==> src/rtl/logicnet_lut_layer_pipe.sv <==
// Pipelined layer of LogicNet LUT neurons with runtime-writable truth tables.
// Two stages: address capture, then table lookup into the output register.
module logicnet_lut_layer_pipe #(
  parameter int NUM_NEURONS = 4,
  parameter int FANIN       = 3,
  parameter int IN_BITS     = 2,
  parameter int OUT_BITS    = 2,
  localparam int ADDR_W     = FANIN * IN_BITS,
  localparam int NID_W      = (NUM_NEURONS > 1) ? $clog2(NUM_NEURONS) : 1
) (
  input  logic                            clk,
  input  logic                            rst,
  input  logic                            in_valid,
  output logic                            in_ready,
  input  logic [NUM_NEURONS*ADDR_W-1:0]   in_data,
  output logic                            out_valid,
  input  logic                            out_ready,
  output logic [NUM_NEURONS*OUT_BITS-1:0] out_data,
  input  logic                            cfg_we,
  output logic                            cfg_ready,
  input  logic [NID_W-1:0]                cfg_neuron,
  input  logic [ADDR_W-1:0]               cfg_addr,
  input  logic [OUT_BITS-1:0]             cfg_data,
  output logic                            cfg_err
);

  localparam int DEPTH = 1 << ADDR_W;

  logic [OUT_BITS-1:0]             tbl [NUM_NEURONS][DEPTH];
  logic                            vld_p1;
  logic [NUM_NEURONS*ADDR_W-1:0]   addr_p1;
  logic [NUM_NEURONS*OUT_BITS-1:0] lut_p1;
  logic                            adv1;
  logic                            adv2;
  logic                            in_acc;
  logic                            wr_acc;
  logic                            nid_ok;

  function automatic logic nid_in_range(input logic [NID_W-1:0] nid);
    return int'(nid) < NUM_NEURONS;
  endfunction

  assign adv2      = !out_valid || out_ready;
  assign adv1      = !vld_p1 || adv2;
  // A pending table write blocks new input so the pipeline can drain first.
  assign in_ready  = adv1 && !cfg_we;
  assign in_acc    = in_valid && in_ready;
  assign cfg_ready = !vld_p1 && !out_valid;
  assign wr_acc    = cfg_we && cfg_ready;
  assign nid_ok    = nid_in_range(cfg_neuron);

  always_comb begin
    lut_p1 = '0;
    for (int n = 0; n < NUM_NEURONS; n++)
      lut_p1[n*OUT_BITS +: OUT_BITS] = tbl[n][addr_p1[n*ADDR_W +: ADDR_W]];
  end

  // Stage 0 -> 1: address capture
  always_ff @(posedge clk) begin
    if (in_acc) addr_p1 <= in_data;
  end

  always_ff @(posedge clk or posedge rst) begin
    if (rst) begin
      vld_p1    <= 1'b0;
      out_valid <= 1'b0;
      out_data  <= '0;
      cfg_err   <= 1'b0;
      for (int n = 0; n < NUM_NEURONS; n++)
        for (int a = 0; a < DEPTH; a++)
          tbl[n][a] <= '0;
    end else begin
      cfg_err <= wr_acc && !nid_ok;
      if (wr_acc && nid_ok) tbl[cfg_neuron][cfg_addr] <= cfg_data;
      if (adv1) vld_p1 <= in_acc;
      // Stage 1 -> 2: table lookup into output register
      if (adv2) begin
        out_valid <= vld_p1;
        if (vld_p1) out_data <= lut_p1;
      end
    end
  end

endmodule

==> config.mk <==
export PLATFORM = sky130hd
export DESIGN_NAME = logicnet_lut_layer_pipe
export DESIGN_NICKNAME = d
export VERILOG_FILES = /design/src/rtl/logicnet_lut_layer_pipe.sv
export SDC_FILE = /design/constraint.sdc
export NUM_CORES = 1
export LEC_CHECK = 0
export BUFFER_PORTS_ARGS = -buffer_cell sky130_fd_sc_hd__buf_2
export CORE_MARGIN = 2
export CORE_UTILIZATION = 60
export CTS_BUF_LIST = sky130_fd_sc_hd__clkbuf_4
export DETAILED_ROUTE_END_ITERATION = 10
export PLACE_DENSITY = 0.78
export SYNTH_ARGS = -nofsm -noshare
export SYNTH_HDL_FRONTEND = slang
export SYNTH_SLANG_ARGS = --single-unit
==> constraint.sdc <==
create_clock -name clk -period 21.9 [get_ports clk]
set_clock_uncertainty 0.1 [all_clocks]
set_input_delay 1.095 -clock clk [delete_from_list [all_inputs] [get_ports clk]]
set_output_delay 1.095 -clock clk [all_outputs]
set_load 0.02 [all_outputs]
Word-level counts from Yosys, hierarchy flattened
Index checks and enable logic that the tools add are counted.

Memories: 0. Flip-flop bits (word level): 546. Bits in writable memories: 0. Output and inout port bits: 12. ROM bits: 0. Latch bits: 0.

Equality and inequality tests: 0. Shift operators: 0. Reductions and logical operators: 12. Add/subtract/negate cells: 0. Div/mod/pow operators: 0. $mul: 0. Muxes and demuxes: 17. Magnitude comparators: 8. Bitwise logic cells: 6.

Operator list (number): bitwise mux 512 bit (1); demux 128 bit (select 2 bit) (1); two-way mux 128 bit (1); binary-select mux 2 bit (select 6 bit) (4); >= comparator 7 bit (second input constant) (5); NOT 6 -> 7 bit (5); two-way mux 2 bit (9); demux 2 bit (select 6 bit) (1); less-than comparator 7 x 1 -> 1 bit (second input constant) (1); logical AND 1 bit (6); >= comparator 3 bit (second input constant) (1); zero test 1 bit (3); less-than comparator 3 x 1 -> 1 bit (second input constant) (1); NOT 2 -> 3 bit (1); logical OR 1 bit (2); AND reduction 2 bit (1).

Depth between registers and ports, before layout
Word-level depth: 8. Depth in mapped cells: 8. Mapped depth without buffers: 5.

Least setup slack after synthesis
Ideal clock, no wire load.

Path kind: input-to-reg. Start point: input out_ready. End point: register addr_p1[0], enable pin. Setup time: 0.384 ns. Data required time: 21.416 ns. Stages on the path: 3. Arrival time: 2.255 ns. Path slack: 19.161 ns. Cell sequence: nor2b_1 > a21oi_1 > and2_1.

Cells in the longest elaborated chain, start to end: 4.

RTL lines: start, declared (RTL line 17) `input logic out_ready,`; logical OR 1 bit (RTL line 43) `assign adv2 = !out_valid || out_ready;`; logical OR 1 bit (RTL line 44) `assign adv1 = !vld_p1 || adv2;`; logical AND 1 bit (RTL line 46) `assign in_ready = adv1 && !cfg_we;`; named net in_ready (RTL line 14) `output logic in_ready,`; logical AND 1 bit (RTL line 47) `assign in_acc = in_valid && in_ready;`; named net in_acc (RTL line 35) `logic in_acc;`; end signal, assigned (RTL line 60) `if (in_acc) addr_p1 <= in_data;`; end, declared (RTL line 31) `logic [NUM_NEURONS*ADDR_W-1:0] addr_p1;`.

The timed path passes the listed nets, and every way through them passes these cells. A chain may end at the register's enable or synchronous reset.

Worst setup path after layout
Start point: register vld_p1. End point: register tbl[430] in the netlist's numbering.

Cells in the longest elaborated chain, start to end: 3.

RTL lines: start, declared (RTL line 30) `logic vld_p1;`; start signal, assigned (RTL line 75) `if (adv1) vld_p1 <= in_acc;`; zero test 1 bit (RTL line 48) `assign cfg_ready = !vld_p1 && !out_valid;`; logical AND 1 bit (RTL line 48); logical AND 1 bit (RTL line 49) `assign wr_acc = cfg_we && cfg_ready;`; end signal, assigned by index (RTL line 74) `if (wr_acc && nid_ok) tbl[cfg_neuron][cfg_addr] <= cfg_data;`; end, declared (RTL line 29) `logic [OUT_BITS-1:0] tbl [NUM_NEURONS][DEPTH];`.

No other way between the ends.

==> results.txt <==
root buf cell: clkbuf_4
Worst R2R Path Depth: 5
CP endpoint: tbl[430]$_DFFE_PP0P_
number of buffers added by the clock tree synthesis step: 146
initial core utilization: 0.608
count of flip-flops with a built-in enable after synthesis: 24
top-area cell type share of the netlist area: 0.485
Hold Worst Slack: 0.187 ns
gate count of the mapped netlist: 2079
part of the total power dissipated in combinational logic: 0.073
type of the tightest min-delay check: input pin to asynchronous set/reset pin
post-synthesis instance area: 26900 µm²
all-layer global routing usage: 0.288
leak pwr: 13.9 nW
sequential power share: 0.502
critical path fanouts, max: 36
CTS tree: built
Detail Route Antenna Nets: 0
final hold violation count: 0
number of H-tree branching levels: 4
syn nets: 2118
pin count of the biggest net entering global routing: 181
data required time of the worst path: 22.61 ns
overall via count from detail_route: 17.5k
RD Place Congestion: 0.882
setup ws final: 18.84 ns
start of the worst register-to-register path: vld_p1$_DFFE_PP0P_
transition time of the tightest slew-check pin: 1.09 ns
Sink Count: 546
clock transition at the registers of the reported paths: 0.06 ns
final routed wirelength across all metal layers: 65400 µm
signed area change from the synthesized netlist to the final layout: 8.10%
maximum clock path buffer count: 3
Worst Setup End Kind: flip-flop
worst reg2reg endpoint: tbl[430]$_DFFE_PP0P_
first-pass iteration count of the detailed router: 5
number of pins with negative max-slew slack in the final report: 0
Int Power: 0.00159 W
per-cell routed wire length: 23.1 µm
number of rows in the core area: 77
warning count from the yosys run: 0
global-route wire length before repair: 103000 µm
worst-case setup slack after placement: 18.00 ns
DRC marker count from the first detailed-route iteration: 1434
status: complete, no violations
number of fillers in the final layout: 3293
Slew Limit Headroom: 0.271
Tcrit/Tclk final: 0.140
# hold bufs at CTS: 0
total half-perimeter wirelength after legalization and detailed placement: 43200 µm
vias per inst: 6.18
Distinct cells, synth: 43
syn avg cell area: 12.9 µm²
via count of the first global-routing pass: 19.0k
net count reported at finish: 2172
core outline area: 44200 µm²
number of port buffers: 49
later-pin clock latency in the skew report: 0.96 ns
sequential cell area fraction in the yosys report: 0.512
max capacitance violation total: 0
share of flip-flops with an asynchronous set or reset after synthesis: 0.956
Arrival @ worst endpoint: 3.76 ns
Overflow after GRT: 0
Sw Share: 0.255
setup total negative slack: 0 ns
Seq cells post-synth: 546
post-CTS setup buffer count: 0
cell taking the most area after synthesis: dfrtp_1
worst vdd ir: 0.0546 mV
FMAX: 327 MHz
Boundary Pins: 51
unrepaired setup endpoints after global routing: no
shortest period the worst path allows: 3.06 ns
area of the die: 46600 µm²
kind of launch point of the worst setup path: flip-flop
switching power of the nets: 0.000544 W
type of the worst setup path: flip-flop to flip-flop
number of antenna violations at the first check in global routing: 5
die outline height: 216 µm
register-to-register path setup slack: 18.84 ns
fraction of power consumed by the clock network: 0.425
share of layout cells above drive strength 1: 0.372
largest cells by area after synthesis: dfrtp_1, mux2_2, mux2i_1
total power density per cell area: 73.3 nW/µm²
chip width: 216 µm
Resized Gates After CTS: 0
Crit. Startpoint: vld_p1$_DFFE_PP0P_
final setup violation count: 0
drt drc: 0
Top FF cell, synth: dfrtp_1
==> routing by layer <==
layer,track usage,share of wire,vias up
li1,-,-,7642
met1,0.336,0.38,9057
met2,0.481,0.51,601
met3,0.0626,0.053,200
met4,0.191,0.055,0
met5,0,0,-
==> cell usage in the layout (no fill, tap or decap), types with 20 or more instances in the layout <==
master,instances
nand2_1,197
nand3_1,32
nor2_1,157
clkbuf_4,217
a22oi_1,72
mux2_1,114
mux4_2,56
buf_2,47
nor2_4,60
edfxtp_1,24
nor2b_1,21
mux2i_1,160
buf_4,20
clkinv_1,21
dfrtp_1,522
mux2_2,398
==> final cells by class <==
class	count	area, µm²	area share
multi-input combinational	1368	12300	0.422
timing repair buffer	70	428	0.0147
clock inverter	33	208	0.00714
clock buffer	217	1630	0.0560
sequential	546	13800	0.474
inverter	1	11.3	0.000387
antenna	5	12.5	0.000430
tap	592	741	0.0255
==> power by group through the flow <==
| stage | Clock (W) | Combinational [W] | Sequential (W) |
|---|---|---|---|
| after global routing | 0.000982 | 0.000169 | 0.00107 |
| after detailed placement | 0 | 0.000156 | 0.00109 |
| after CTS | 0.000928 | 0.000157 | 0.00107 |
| final | 0.000905 | 0.000156 | 0.00107 |
| after global placement | 0 | 0.000152 | 0.00109 |
| after floorplan | 0 | 0.000114 | 0.00108 |
==> metrics by stage <==
step | util | std cells | area [µm²] | power, W
after global routing | 0.658 | 2831 | 29100 | 0.00222
final | 0.658 | 2832 | 29100 | 0.00213
after CTS | 0.657 | 2827 | 29100 | 0.00215
after detailed placement | 0.616 | 2577 | 27200 | 0.00124
after global placement | 0.616 | 2577 | 27200 | 0.00124
after floorplan | - | 2079 | 26900 | 0.00120
==> registers in the layout, summed over array words and instances (netlist names) <==
signal,cells
tbl,512
out_data,8
vld_p1,1
out_valid,1
addr_p1,24
==> worst max-delay path: stages, from the launching register on <==
cell	delay, ns
dfrtp_1	0.42
nor3b_2	0.09
or3b_4	0.83
buf_4	0.94
nor2_4	0.08
mux2_1	0.34
==> Yosys cell counts (9+ instances only) <==
cell type	instances
buf_4	16
nor2_1	157
nor2b_1	21
dfrtp_1	522
nor2_4	59
a22oi_1	72
nand3_1	32
mux2_2	398
mux4_2	56
buf_1	24
nand2_1	197
and2_1	9
edfxtp_1	24
buf_2	37
clkbuf_1	76
mux2_1	114
mux2i_1	160
==> worst min path at each step <==
stage,startpoint,to,slack [ns],cells past startpoint
2_1_floorplan,tbl[390]$_DFFE_PP0P_,tbl[390]$_DFFE_PP0P_,0.35,1
3_3_place_gp,tbl[487]$_DFFE_PP0P_,tbl[487]$_DFFE_PP0P_,0.36,1
3_5_place_dp,tbl[479]$_DFFE_PP0P_,tbl[479]$_DFFE_PP0P_,0.37,1
4_1_cts,rst,tbl[418]$_DFFE_PP0P_,0.10,2
5_1_grt,in_data[19],addr_p1[19]$_DFFE_PP_,0.14,1
6_report,rst,tbl[333]$_DFFE_PP0P_,0.19,2
==> kinds of logic after synthesis <==
logic type             synth area share
AO/OA/AOI/OAI                    0.0332
buffers and inverters            0.0320
flip-flops                        0.512
multiplexers                      0.321
other                          0.000139
AND/OR/NAND/NOR                   0.102
Note: power is estimated with default switching activity, not from simulation.
